File: src/rtl/strum_controller_if.sv
// Fret/strum inputs and note-select outputs shared between the strum
// controller and whatever drives it (board pins or a testbench).
interface strum_controller_if;
   logic [6:0] frets;
   logic       strum;
   logic [7:0] controlSignals;
   logic       gate;
   logic       busy;

   modport master (output frets, strum, input controlSignals, gate, busy);
   modport slave  (input frets, strum, output controlSignals, gate, busy);
endinterface

File: src/rtl/strum_controller.sv
// Debounces guitar-style fret/strum buttons and sequences the frequencyGen
// note select plus a gate through play and release phases.
module strum_controller #(
   parameter int unsigned DEBOUNCE_CYCLES = 250000,
   parameter int unsigned NOTE_CYCLES     = 12500000,
   parameter int unsigned RELEASE_CYCLES  = 250000,
   parameter logic [6:0]  OPEN_NOTE       = 7'b0000100,
   parameter bit          HAMMER_EN       = 1'b1
) (
   input logic               clk,
   input logic               rst_n,
   strum_controller_if.slave bus
);

   localparam logic [23:0] DEB_LAST  = 24'(DEBOUNCE_CYCLES - 1);
   localparam logic [23:0] NOTE_LOAD = 24'(NOTE_CYCLES - 1);
   localparam logic [23:0] REL_LOAD  = 24'(RELEASE_CYCLES - 1);

   typedef enum logic [1:0] {IDLE, PLAY, RELEASE} state_t;

   logic [7:0]  sync_a, sync_b, s_prev, clean;
   logic [23:0] dcnt;
   logic        strum_q, armed, strum_evt;
   logic [6:0]  sel;

   state_t      state, state_n;
   logic [23:0] tcnt, tcnt_n;
   logic [6:0]  note, note_n, pend_note, pend_note_n;
   logic        gate_q, gate_n, pend, pend_n, busy_q;

   // armed only sets once a released strum has been accepted, so a strum held
   // through reset cannot fire when its first debounced value lands
   always_ff @(posedge clk or negedge rst_n) begin
      if (!rst_n) begin
         sync_a  <= '0;
         sync_b  <= '0;
         s_prev  <= '0;
         clean   <= '0;
         dcnt    <= '0;
         strum_q <= 1'b0;
         armed   <= 1'b0;
      end else begin
         sync_a  <= {bus.strum, bus.frets};
         sync_b  <= sync_a;
         s_prev  <= sync_b;
         strum_q <= clean[7];
         if (sync_b != s_prev) begin
            dcnt <= '0;
         end else if (dcnt == DEB_LAST) begin
            clean <= sync_b;
            if (!sync_b[7]) armed <= 1'b1;
         end else begin
            dcnt <= dcnt + 24'd1;
         end
      end
   end

   assign strum_evt = clean[7] & ~strum_q & armed;

   // scanning high to low lets the lowest (highest-pitch) fret overwrite the rest
   always_comb begin
      sel = OPEN_NOTE;
      for (int i = 6; i >= 0; i--) begin
         if (clean[i]) sel = 7'(1 << i);
      end
   end

   always_ff @(posedge clk or negedge rst_n) begin
      if (!rst_n) begin
         state     <= IDLE;
         tcnt      <= '0;
         note      <= '0;
         gate_q    <= 1'b0;
         pend      <= 1'b0;
         pend_note <= '0;
         busy_q    <= 1'b0;
      end else begin
         state     <= state_n;
         tcnt      <= tcnt_n;
         note      <= note_n;
         gate_q    <= gate_n;
         pend      <= pend_n;
         pend_note <= pend_note_n;
         busy_q    <= (state_n != IDLE);
      end
   end

   // A strum landing on the RELEASE expiry is honoured immediately rather
   // than waiting a cycle for pend to register.
   always_comb begin
      state_n     = state;
      tcnt_n      = tcnt;
      note_n      = note;
      gate_n      = gate_q;
      pend_n      = pend;
      pend_note_n = pend_note;
      case (state)
         IDLE: begin
            if (strum_evt) begin
               note_n  = sel;
               gate_n  = 1'b1;
               tcnt_n  = NOTE_LOAD;
               state_n = PLAY;
            end
         end
         PLAY: begin
            if (strum_evt) begin
               note_n = sel;
               tcnt_n = NOTE_LOAD;
            end else begin
               if (HAMMER_EN && (sel != note)) note_n = sel;
               if (tcnt == '0) begin
                  gate_n  = 1'b0;
                  tcnt_n  = REL_LOAD;
                  state_n = RELEASE;
               end else begin
                  tcnt_n = tcnt - 24'd1;
               end
            end
         end
         RELEASE: begin
            if (strum_evt) begin
               pend_n      = 1'b1;
               pend_note_n = sel;
            end
            if (tcnt == '0) begin
               if (pend || strum_evt) begin
                  note_n  = strum_evt ? sel : pend_note;
                  gate_n  = 1'b1;
                  tcnt_n  = NOTE_LOAD;
                  pend_n  = 1'b0;
                  state_n = PLAY;
               end else begin
                  state_n = IDLE;
               end
            end else begin
               tcnt_n = tcnt - 24'd1;
            end
         end
         default: state_n = IDLE;
      endcase
   end

   assign bus.controlSignals = {1'b0, note};
   assign bus.gate           = gate_q;
   assign bus.busy           = busy_q;

endmodule

File: src/flat_wrapper.sv
// flat-port wrapper written by rule: the top's interface ports become plain ports
module strum_controller_flat 
#(
   parameter int unsigned DEBOUNCE_CYCLES = 250000,
   parameter int unsigned NOTE_CYCLES     = 12500000,
   parameter int unsigned RELEASE_CYCLES  = 250000,
   parameter logic [6:0]  OPEN_NOTE       = 7'b0000100,
   parameter bit          HAMMER_EN       = 1'b1
)
  (clk, rst_n, bus_frets, bus_strum, bus_controlSignals, bus_gate, bus_busy);
  strum_controller_if bus_i ();
  input logic clk;
  input logic rst_n;
  input wire logic [$bits(bus_i.frets)-1:0] bus_frets;
  input wire logic [$bits(bus_i.strum)-1:0] bus_strum;
  output wire logic [$bits(bus_i.controlSignals)-1:0] bus_controlSignals;
  output wire logic [$bits(bus_i.gate)-1:0] bus_gate;
  output wire logic [$bits(bus_i.busy)-1:0] bus_busy;
  assign bus_i.frets = bus_frets;
  assign bus_i.strum = bus_strum;
  assign bus_controlSignals = bus_i.controlSignals;
  assign bus_gate = bus_i.gate;
  assign bus_busy = bus_i.busy;
  strum_controller #(.DEBOUNCE_CYCLES(DEBOUNCE_CYCLES), .NOTE_CYCLES(NOTE_CYCLES), .RELEASE_CYCLES(RELEASE_CYCLES), .OPEN_NOTE(OPEN_NOTE), .HAMMER_EN(HAMMER_EN)) u_core (.clk(clk), .rst_n(rst_n), .bus(bus_i));
endmodule
File: config.mk
export PLATFORM = sky130hd
export DESIGN_NAME = strum_controller_flat
export DESIGN_NICKNAME = d
export VERILOG_FILES = /design/src/rtl/strum_controller_if.sv /design/src/rtl/strum_controller.sv /design/src/flat_wrapper.sv
export SDC_FILE = /design/constraint.sdc
export NUM_CORES = 1
export LEC_CHECK = 0
export CORE_MARGIN = 2
export CORE_UTILIZATION = 40
export DETAILED_ROUTE_END_ITERATION = 10
export PLACE_DENSITY = 0.55
export SKIP_LAST_GASP = 1
export SLEW_MARGIN = 5
export SYNTH_ARGS = -nofsm -noshare
export SYNTH_HDL_FRONTEND = slang
export SYNTH_SLANG_ARGS = --single-unit
File: constraint.sdc
create_clock -name clk -period 3.1 [get_ports clk]
set_input_delay 0.31 -clock clk [delete_from_list [all_inputs] [get_ports clk]]
set_output_delay 0.31 -clock clk [all_outputs]
set_load 0.02 [all_outputs]
# Yosys cells after proc, flatten, opt, wreduce, memory -nomap -nowiden

Cells that the tools add are included.

Add/sub/neg operators: 2
Equal/unequal tests: 13
Mux-type cells: 37
Bitwise operators: 5
Reduce and logical (&&, ||, !) cells: 10

Operators with widths:

| cell                                                  | number |
|---|---|
| 2-to-1 mux 24 bit                                     | 7 |
| 2-to-1 mux 7 bit                                      | 13 |
| case mux 24 bit (3 select lines)                      | 1 |
| adder 24 x 1 -> 24 bit, second input constant         | 1 |
| equality test 24 x 18 -> 1 bit, second input constant | 1 |
| zero test 24 bit                                      | 1 |
| subtractor 24 x 1 -> 24 bit, second input constant    | 1 |
| case mux 7 bit (3 select lines)                       | 1 |
| inequality test 2 x 1 -> 1 bit, second input constant | 5 |
| 2-to-1 mux 1 bit                                      | 9 |
| 2-to-1 mux 2 bit                                      | 4 |
| inequality test 8 bit                                 | 1 |
| inequality test 7 bit                                 | 1 |
| case mux 2 bit (3 select lines)                       | 1 |
| AND reduction 3 bit                                   | 2 |
| AND reduction 6 bit                                   | 1 |
| AND reduction 5 bit                                   | 1 |
| inequality test 3 x 1 -> 1 bit, second input constant | 1 |
| inequality test 3 bit, second input constant          | 1 |
| inverter 1 bit                                        | 3 |
| case mux 1 bit (3 select lines)                       | 1 |
| nonzero test 3 bit                                    | 1 |
| AND 1 bit                                             | 2 |
| equality test 2 x 1 -> 1 bit, second input constant   | 1 |
| 6 further kinds                                       | 6 |

Bits in registers: 101
Input port bits: 10
Output and inout port bits: 10
Logic and storage cells: 81

# Depth between registers and ports, before layout

Word-level depth: 11
Gate-level depth with buffers: 9
Gate-level depth less buffers: 8

# Least setup slack after synthesis

No wires, ideal clock.

Kind: reg-to-reg
Start: register u_core.clean[0]
End: register u_core.note[3]
Setup time: 0.125 ns
Arrival time: 2.057 ns
Required time: 2.975 ns
Setup slack: 0.918 ns
Cell stages (with the launch flop): 8
Buffers on the path: 1
Clock period less this slack: 2.182 ns
Cells stage by stage: dfrtp_1 buf_6 nor4_2 mux2_2 o31ai_1 nand4_1 nand2_2 mux2_2

Cells in the longest elaborated chain, start to end: 5
Elaborated cells on any way between the ends: 11
Classes of those cells: eq/ne (2); mux (8); reduce/logical (1)

RTL lines:

| what                                                                          | line                   | text |
|---|---|---|
| from (decl)                                                                   | strum_controller.sv:21 | `logic [7:0] sync_a, sync_b, s_prev, clean;` |
| from (signal assigned)                                                        | strum_controller.sv:50 | `clean <= sync_b;` |
| 2-to-1 mux 7 bit (*)                                                          | strum_controller.sv:64 | `if (clean[i]) sel = 7'(1 << i);` |
| parallel branches: the longest is 4 deep, another holds inequality test 7 bit | n/a                    |  |
| to (signal assigned)                                                          | strum_controller.sv:80 | `note <= note_n;` |
| to (decl)                                                                     | strum_controller.sv:28 | `logic [6:0] note, note_n, pend_note, pend_note_n;` |

Mark *: on every way between the ends. The select of a mux whose other input is x is not followed.
A chain may end at the register's enable or synchronous reset.

# Final worst setup path

Start: register u_core.tcnt[20]
End: register u_core.tcnt[7]

Cells in the longest elaborated chain, start to end: 4
Elaborated cells on any way between the ends: 7
Classes of those cells: eq/ne (1); mux (4); reduce/logical (2)

RTL lines:

| what                             | line                                             | text |
|---|---|---|
| from (decl)                      | strum_controller.sv:27                           | `logic [23:0] tcnt, tcnt_n;` |
| from (signal assigned)           | strum_controller.sv:79                           | `tcnt <= tcnt_n;` |
| zero test 24 bit (*)             | strum_controller.sv:112, strum_controller.sv:126 |  |
| 2-to-1 mux 24 bit                | strum_controller.sv:112                          | `if (tcnt == '0) begin` |
| 2-to-1 mux 24 bit                | strum_controller.sv:107                          | `if (strum_evt) begin` |
| case mux 24 bit (3 select lines) | strum_controller.sv:97                           | `case (state)` |

Every way passes the cells marked *; elsewhere a longest branch is shown, timed or not.

==> metrics.txt <==
non-filler instance count after layout=658; final count of negative-setup-slack endpoints=0; max-capacitance violation count=0; sequential standard cell area=2530 um^2; kind of critical path=flop to flop; Tmin final=2.66 ns; leakage power total=2.44 nW; mean number of vias per cell=5.47; share of the yosys chip area belonging to registers=51.7%; clock transition at the register clock pins on the worst setup and hold paths after CTS=0.07 ns; Skew-Pair Late Insertion Delay=0.36 ns; Largest stage delay, worst path=0.59 ns; number of CTS-inserted buffers=9; buffers from clock root to sink, at most=2; kind of capture point of the worst setup path=flop; height of the die=115 um; minimum setup slack among reg-to-reg paths=0.44 ns; count of routing violations after the opening detailed-route iteration=232; Highest Clock Rate=377 MHz; relative max-transition margin=32.8%; Placer Congestion=0.853; final HPWL from detailed placement=6840 um; Placement Cell Area=5210 um^2; cell area after technology mapping=4890 um^2; CTS tree=built; design area=5500 um^2; Chip Width=115 um; cell chosen for the clock root=sky130_fd_sc_hd__clkbuf_16; hold buffers post-CTS=0; Worst VDD drop=0.295 mV; Warnings, synthesis=0; fraction of synthesis flops using an asynchronous set or reset pin=100%; number of I/O port buffers=18; worst-path cell with the longest stage delay=sky130_fd_sc_hd__nor4_1; Pwr per Cell Area=456 nW/um^2; total via count after detailed routing=3601; Worst Reg2Reg Path Length in Cells=6; Arrival @ worst endpoint=2.91 ns; first-pass GRT wire length=17500 um; total routing usage reported by global routing=17.1%; average wire per standard cell=15.4 um; Hold Fails Final Rpt=0; effective utilization at floorplan=40.9%; max-slew violations=0; CTS resizes=0; maximum level of the CTS H-tree=3; run status=completed; slew at the pin with the worst max-slew slack=1.01 ns; worst flop-to-flop path startpoint=u_core.tcnt[20]; Yosys reg bits=101; number of primary I/O pins=20; global route total overflow=0; post-CTS setup buffer count=0; Post-Syn Area per Cell=10.1 um^2; commonest register cell after synthesis=sky130_fd_sc_hd__dfrtp_1; setup repair after global routing missed its margin=false; number of sinks handled by clock tree synthesis=101; endpoint of the lowest-slack register-to-register path=u_core.tcnt[7]; layout cells sized above 1=8.41%; Total Power=2.51 mW; Post-Route WL=10100 um; Syn-to-layout area delta=12.5%; number of standard-cell rows in the floorplan=40; Critical Path Fanout Max=23; Initial DRT Pass Iterations=5; maximum number of pins on one net before global-route repair=82; Floorplan Core Area=12000 um^2; cells along the critical path=nor4_1 > nand4_1 > or3_1 > a21boi_4 > nor2_1 > o22a_1; core occupancy in the finished layout=46.0%; setup skew after layout=0.00904 ns; share of the clock period used by the worst path=85.6%; Fin Setup TNS=0 ns; number of distinct library cells after synthesis=57; total nets after synthesis=503; count of flip-flops with a built-in enable after synthesis=0; DRC viols=0; vias in the first global route=3473; Post-Syn Instances=486; cell count after placement=642; crit path launch type=flop; worst min-delay path class=input port to asynchronous set/reset pin; die outline area=13100 um^2; nets@finish=523; number of antenna violations at the first check in global routing=0; Post-DRT Antenna Nets=0; required time of the critical path=3.35 ns; n_diodes=0; number of filler cells placed in the layout=1156; combined area of the multi-input logic cells=2230 um^2
[critical path, delay by kind of cell, from the launching register on]
kind,cells,cell delay [ns]
compound gates,2,0.78
flops,1,0.42
simple gates,4,1.34
[Yosys cell counts, drive strengths merged (3+ instances only)]
| library cell | count | area, um^2 |
|---|---|---|
| a21oi | 33 | 176 |
| a2bb2oi | 3 | 26.3 |
| a31oi | 11 | 68.8 |
| and2 | 5 | 31.3 |
| and3 | 5 | 31.3 |
| buf | 6 | 53.8 |
| clkbuf | 9 | 33.8 |
| dfrtp | 101 | 2530 |
| ha | 7 | 87.6 |
| inv | 12 | 45.0 |
| mux2 | 16 | 180 |
| nand2 | 35 | 134 |
| nand2b | 3 | 18.8 |
| nand3 | 20 | 100 |
| nand4 | 5 | 31.3 |
| nor2 | 61 | 239 |
| nor3 | 18 | 90.1 |
| nor4 | 9 | 75.1 |
| o21a | 3 | 22.5 |
| o21ai | 30 | 150 |
| o22a | 16 | 140 |
| o31ai | 8 | 60.1 |
| or3 | 13 | 81.3 |
| xnor2 | 8 | 70.1 |
| xor2 | 21 | 184 |
[where the power goes]
part / internal, mW / switching (mW) / leakage [nW]
combinational: 0.0160 / 0.0320 / 0.938
clock: 0.569 / 0.552 / 0.143
sequential: 1.33 / 0.00856 / 1.36
[kinds of logic (layout without fill, tap and decap cells)]
logic type / Yosys count / after routing / share of synthesized area, %
and+or+nand+nor: 188 / 188 / 19.3
AOI/OAI and AO/OA: 115 / 115 / 15.2
DFF: 101 / 101 / 51.7
xor gates and xnor gates: 29 / 29 / 5.19
buffers and inverters: 27 / 52 / 2.71
muxes: 18 / 18 / 4.09
adders and majority gates: 7 / 7 / 1.79
other: 1 / 1 / 0.0767
[area by class of cell]
cell class / count / share of cell area (%)
flip-flops and latches: 101 / 45.9
repair buffers: 24 / 4.05
clock buffers: 10 / 4.16
inverters: 12 / 0.819
multi-input cells: 358 / 40.6
clock inverters: 6 / 1.14
well taps: 147 / 3.34
[registers in the layout, summed over array words and instances, names as in the netlist, 7 cells and up]
signal / count
u_core.sync_a: 8
u_core.dcnt: 24
u_core.tcnt: 24
u_core.s_prev: 8
u_core.sync_b: 8
u_core.pend_note: 7
u_core.note: 7
u_core.clean: 8
[through the flow]
step | hold slack, ns | worst slack (ns)
global route | 0.212 | 0.289
global placement | 0.333 | 0.525
detailed placement | 0.335 | 0.477
CTS | 0.170 | 0.475
floorplan | 0.0144 | 0.918
finish | 0.112 | 0.445
[layout by cell type (no fill, tap or decap), types with 2 or more instances in the layout]
cell	instances
sky130_fd_sc_hd__nand3b_1	2
sky130_fd_sc_hd__a21o_1	2
sky130_fd_sc_hd__clkdlybuf4s50_1	17
sky130_fd_sc_hd__clkbuf_16	9
sky130_fd_sc_hd__xnor2_1	8
sky130_fd_sc_hd__a31oi_1	11
sky130_fd_sc_hd__nand4_1	5
sky130_fd_sc_hd__mux2_1	5
sky130_fd_sc_hd__nand2b_1	3
sky130_fd_sc_hd__mux2i_1	2
sky130_fd_sc_hd__o21ai_0	29
sky130_fd_sc_hd__xor2_1	21
sky130_fd_sc_hd__and2_1	5
sky130_fd_sc_hd__nor4b_1	2
sky130_fd_sc_hd__o31ai_1	8
sky130_fd_sc_hd__o22a_1	16
sky130_fd_sc_hd__mux2_2	11
sky130_fd_sc_hd__ha_1	7
sky130_fd_sc_hd__inv_6	4
sky130_fd_sc_hd__nand2_1	34
sky130_fd_sc_hd__nor4_2	3
sky130_fd_sc_hd__and3_1	5
sky130_fd_sc_hd__buf_4	7
sky130_fd_sc_hd__inv_1	12
sky130_fd_sc_hd__o21a_1	3
sky130_fd_sc_hd__nor3_1	18
sky130_fd_sc_hd__a21oi_1	32
sky130_fd_sc_hd__nor2_1	59
sky130_fd_sc_hd__or3_1	13
sky130_fd_sc_hd__nor4_1	6
sky130_fd_sc_hd__nand3_1	20
sky130_fd_sc_hd__dfrtp_1	101
sky130_fd_sc_hd__nor2b_1	2
sky130_fd_sc_hd__a2bb2oi_1	3
[routing by layer]
metal | vias up | part of all wire, % | GRT usage (%)
li1 | 1777 | - | -
met1 | 1755 | 50 | 23.7
met2 | 55 | 44 | 25.2
met3 | 14 | 4.0 | 5.19
met4 | 0 | 1.8 | 6.50
met5 | - | 0 | 0
[how the worst max path moves through the flow]
stage                          startpoint              end
final                     u_core.tcnt[20]   u_core.tcnt[7]
after detailed placement  u_core.tcnt[20]   u_core.tcnt[7]
after floorplan           u_core.clean[0]   u_core.note[3]
after global routing      u_core.tcnt[16]  u_core.tcnt[12]
after global placement    u_core.tcnt[20]  u_core.tcnt[12]
after CTS                 u_core.tcnt[20]   u_core.tcnt[7]
Power figures use the tool's default switching activity.
